$ cat config.mk
export PLATFORM = sky130hd
export DESIGN_NAME = cy_stream_rr_arbiter
export DESIGN_NICKNAME = d
export VERILOG_FILES = /design/src/rtl/cy_stream_rr_arbiter.sv
export SDC_FILE = /design/constraint.sdc
export NUM_CORES = 1
export LEC_CHECK = 0
export BUFFER_PORTS_ARGS = -buffer_cell sky130_fd_sc_hd__buf_2
export CORE_MARGIN = 2
export CORE_UTILIZATION = 50
export CTS_CLUSTER_SIZE = 25
export DETAILED_ROUTE_END_ITERATION = 10
export PLACE_DENSITY_LB_ADDON = 0.3
export SLEW_MARGIN = 15
export SYNTH_ARGS = -nofsm -noshare
export SYNTH_HDL_FRONTEND = slang
export SYNTH_SLANG_ARGS = --single-unit
$ cat constraint.sdc
create_clock -name i_clk -period 2.9 [get_ports i_clk]
set_clock_uncertainty 0.1 [all_clocks]
set_input_delay 0.145 -clock i_clk [delete_from_list [all_inputs] [get_ports i_clk]]
set_output_delay 0.145 -clock i_clk [all_outputs]
set_load 0.01 [all_outputs]
$ cat src/rtl/cy_stream_rr_arbiter.sv
// Packet-aware round-robin arbiter feeding one registered valid/ready stream through a skid stage.
// Define CY_ARB_PKT_LOCK_EN to hold the grant until a last beat; otherwise arbitration is per beat.
module cy_stream_rr_arbiter #(
  parameter int unsigned NREQ = 4,
  parameter int unsigned DW   = 8,
  parameter int unsigned IW   = $clog2(NREQ)
) (
  input  logic               i_clk,
  input  logic               i_reset,
  input  logic [NREQ-1:0]    i_valid,
  input  logic [NREQ*DW-1:0] i_data,
  input  logic [NREQ-1:0]    i_last,
  output logic [NREQ-1:0]    o_ready,
  output logic               o_valid,
  output logic [DW-1:0]      o_data,
  output logic               o_last,
  output logic [IW-1:0]      o_grant,
  output logic               o_busy,
  input  logic               i_ready
);

  typedef enum logic [0:0] {StIdle, StLocked} state_e;

  state_e          state_q;
  logic [IW-1:0]   ptr_q;
  logic [IW-1:0]   grant_q;
  logic            skid_valid_q;
  logic [DW-1:0]   skid_data_q;
  logic            skid_last_q;
  logic            out_valid_q;
  logic [DW-1:0]   out_data_q;
  logic            out_last_q;

  logic            win_found;
  logic [IW-1:0]   win_idx;
  logic [IW-1:0]   cand;
  logic            accept;
  logic [DW-1:0]   in_data;
  logic            in_last;
  logic            pkt_end;

  // Rotating priority: first valid requester after ptr_q, wrapping.
  always_comb begin
    win_found = 1'b0;
    win_idx   = '0;
    cand      = '0;
    for (int unsigned i = 1; i <= NREQ; i++) begin
      cand = IW'((32'(ptr_q) + i) % NREQ);
      if (!win_found && i_valid[cand]) begin
        win_found = 1'b1;
        win_idx   = cand;
      end
    end
  end

  // Only flop outputs feed o_ready, so it never depends on i_ready.
  always_comb begin
    o_ready = '0;
    if (state_q == StLocked && !skid_valid_q) begin
      o_ready[grant_q] = 1'b1;
    end
  end

  assign accept  = i_valid[grant_q] & o_ready[grant_q];
  assign in_data = i_data[32'(grant_q) * DW +: DW];
  assign in_last = i_last[grant_q];

`ifdef CY_ARB_PKT_LOCK_EN
  assign pkt_end = in_last;
`else
  assign pkt_end = 1'b1;
`endif

  always_ff @(posedge i_clk) begin
    if (i_reset) begin
      state_q      <= StIdle;
      ptr_q        <= IW'(NREQ - 1);
      grant_q      <= '0;
      skid_valid_q <= 1'b0;
      skid_data_q  <= '0;
      skid_last_q  <= 1'b0;
      out_valid_q  <= 1'b0;
      out_data_q   <= '0;
      out_last_q   <= 1'b0;
    end else begin
      case (state_q)
        StIdle: begin
          if (win_found) begin
            state_q <= StLocked;
            grant_q <= win_idx;
            ptr_q   <= win_idx;
          end
        end
        StLocked: begin
          if (accept && pkt_end) begin
            state_q <= StIdle;
          end
        end
        default: state_q <= StIdle;
      endcase

      if (!out_valid_q || i_ready) begin
        out_valid_q <= accept || skid_valid_q;
        if (skid_valid_q) begin
          out_data_q <= skid_data_q;
          out_last_q <= skid_last_q;
        end else if (accept) begin
          out_data_q <= in_data;
          out_last_q <= in_last;
        end
      end

      // Accept with skid full cannot happen: o_ready is low while skid_valid_q is set.
      if (skid_valid_q && i_ready) begin
        skid_valid_q <= 1'b0;
      end else if (accept && out_valid_q && !i_ready) begin
        skid_valid_q <= 1'b1;
        skid_data_q  <= in_data;
        skid_last_q  <= in_last;
      end
    end
  end

  assign o_valid = out_valid_q;
  assign o_data  = out_data_q;
  assign o_last  = out_last_q;
  assign o_grant = grant_q;
  assign o_busy  = (state_q == StLocked);

endmodule
==> results.yml <==
placement:
  dp_cells: 222
  io_buffers: 59
  gp_congestion: 0.809
  hpwl_um: 2620
  dp_slack_ps: 575
setup_path:
  timing.rr.end: "skid_data_q[3]"
  crit_type: "flop to flop"
  start_kind: "flop"
  timing.rr.start: "o_grant[0]"
  endpoint_kind: "flop"
  path_buf_inv: 0
  worstPathRequired_ps: 2980
  cp_slowest_cell: "dfxtp_1"
  worst-r2r-cell-count: 4
  slowest_delay_ps: 840
  path_delay_family: "flip-flops"
  worstPathMaxFanout: 16
  cp.arrival_ps: 2390
  r2r_slack_ps: 590
  path_cells: "mux4_2 -> nand3_1 -> mux2i_1 -> nor2_1"
clocking:
  cts_tree: "built"
  htreeDepth: 1
  clk_path_buf_depth: 2
  post_cts_buffers: 0
  ctsResizeCount: 0
  path_clk_slew_ps: 150
  cts_made_buffers: 3
  root_buffer: "clkbuf_4"
  clock_sinks: 25
  clkLatencyLatePin_ps: 320
final_layout:
  diodes: 0
  nets: 240
  area_growth_pct: 19.9
  register_area_sq_um: 500
  fill_cells: 244
  final_layout_size_suffix_gt1_frac: 0.510
  multiInputGateArea_sq_um: 905
  instances_no_fill: 227
hold_path:
  worstHoldPathCells: 3
  holdPathEnd: "ptr_q[1]"
  worstHoldStart: "i_valid[2]"
  worstHoldPathType: "primary input to flop"
synthesis:
  synth_top_cell_by_area: "dfxtp_1"
  synth.most_common_cell: "dfxtp_1"
  ys_seq_elements: 25
  syn-num-nets: 186
  synthCells: 143
  synth_flop_cell: "dfxtp_1"
  synth_edf_count: 0
  syn-cell-area_sq_um: 1520
  ys_async_sr_fraction: 0
  synth_area_leaders: "dfxtp_1 (33%), mux4_2 (15%), mux2i_1 (5.9%)"
  postSynthAreaPerCell_sq_um: 10.6
  ys_seq_area_frac: 0.330
  synth_cell_types: 32
  synth_top_area_share: 0.330
  synth_common_cells: "dfxtp_1 (25), nor2_1 (15), nor2b_1 (12)"
  synth-warning-count: 0
power_and_ir_drop:
  p_leak_nw: 0.818
  peakVddDrop_mv: 0.255
  p_int_w: 0.000556
  p_comb_frac: 0.313
  clkPwrFrac: 0.195
  cellPowerDensity_nw_per_um2: 448
  seqPwrFrac: 0.492
  swShare: 0.317
  switching_power_w: 0.000258
floorplanning:
  rows: 19
  die_w_um: 59.1
  coreArea_sq_um: 2830
  die-area_sq_um: 3490
  io_pins: 60
  initial_core_util: 0.536
  die_y_um: 59.1
sta:
  fin_crit_ps: 2310
  max_slew.worst_pin.slew_ps: 767
  slew_viol_final: 0
  rsz0062_at_grt: "false"
  hold_viol: 0
  timing.final.ws_setup_ps: 590
  finalCritPeriodShare: 0.797
  finalSetupViolCount: 0
  slew-limit-headroom: 0.488
  max_freq_mhz: 433
  tns_ps: 0
drt:
  drc: 0
  num_vias: 1273
  drt_wl_total_um: 3340
  routedWlPerCell_um: 14.7
  via_per_inst: 5.61
  dr.pass1.iters: 4
  postRouteAntennaNets: 0
  drt_iter0_markers: 18
outcome:
  status: "finished clean"
global_route:
  track_usage: 0.209
  grt_pass1_wl_um: 5630
  overflow: 0
  grt_pass1_vias: 1201
  grt_max_degree: 26
  antenna_found_initial: 0
job:
  maxCapViolations: 0
==> worst reg2reg max path: cells and delay by family (launching register included) <==
family / cells / cell delay [ps]
flip-flops: 1 / 840
multiplexers: 2 / 740
AND/OR/NAND/NOR: 2 / 520
==> registers in the layout (all words and copies together) (netlist names) <==
| register | count |
|---|---|
| o_data | 8 |
| o_grant | 2 |
| skid_last_q | 1 |
| skid_valid_q | 1 |
| ptr_q | 2 |
| o_busy | 1 |
| skid_data_q | 8 |
| o_valid | 1 |
| o_last | 1 |
==> cells by family after synthesis <==
family / count (synthesis) / share of synthesized area
mux: 19 / 0.208
compound gates: 33 / 0.197
simple gates: 48 / 0.192
buf+inv: 18 / 0.0727
flops: 25 / 0.330
==> placed cells by master (no fill, tap or decap), types with 2 or more instances in the layout <==
cell and n:
o221ai_1 2, buf_4 3, buf_2 59, a2111oi_2 4
mux2i_1 9, nor2b_1 12, nor3_2 9, a21oi_1 5
a2111oi_1 5, mux4_2 10, dfxtp_1 25, nand2b_1 3
nand2_1 3, nor2_1 15, inv_1 4, a21oi_2 9
clkbuf_4 3
==> metal layers <==
layer	part of all wire	GRT usage	vias up
li1	-	-	638
met1	0.44	0.281	593
met2	0.52	0.365	40
met3	0.041	0.0328	2
met4	0.0045	0.0292	0
met5	0	0	-
==> final cells by class <==
cell class | count | area share
clock buffer | 3 | 0.0124
clock inverter | 1 | 0.00413
inverter | 4 | 0.00826
multi-input combinational | 100 | 0.498
sequential | 25 | 0.275
tap | 31 | 0.0213
timing repair buffer | 63 | 0.180
==> stage by stage <==
| stage | hold WS (ps) | util | total power, W | area [sq um] |
|---|---|---|---|---|
| after floorplan | 227 | - | 0.000597 | 1520 |
| after global placement | 352 | 0.628 | 0.000653 | 1780 |
| after CTS | 0.680 | 0.639 | 0.000819 | 1810 |
| after global routing | 93.1 | 0.642 | 0.000863 | 1820 |
| after detailed placement | 356 | 0.628 | 0.000663 | 1780 |
| final | 80.5 | 0.642 | 0.000814 | 1820 |
==> worst max path at each step <==
stage / slack (ps) / start / cells after the start / end
2_1_floorplan: 1080 / o_grant[1] / 6 / o_data[3]
3_3_place_gp: 610 / o_grant[0] / 4 / o_data[2]
3_5_place_dp: 570 / o_grant[0] / 4 / skid_data_q[3]
4_1_cts: 550 / o_grant[0] / 4 / skid_data_q[3]
5_1_grt: 350 / o_grant[0] / 4 / skid_data_q[7]
6_report: 590 / o_grant[0] / 4 / skid_data_q[3]
==> repair_timing <==
item | in CTS | in global routing
endpoints found under the setup margin | 0 | 0
hold buffers | 0 | 1
hold endpoints to repair | 0 | 1
==> power groups by stage <==
stage	clock [W]	combinational, W	sequential, W
floorplan	0	0.000194	0.000403
global placement	0	0.000247	0.000406
global route	0.000178	0.000279	0.000406
detailed placement	0	0.000254	0.000409
finish	0.000159	0.000255	0.000401
CTS	0.000162	0.000255	0.000401
No activity file was read; power rests on OpenSTA's default activity.
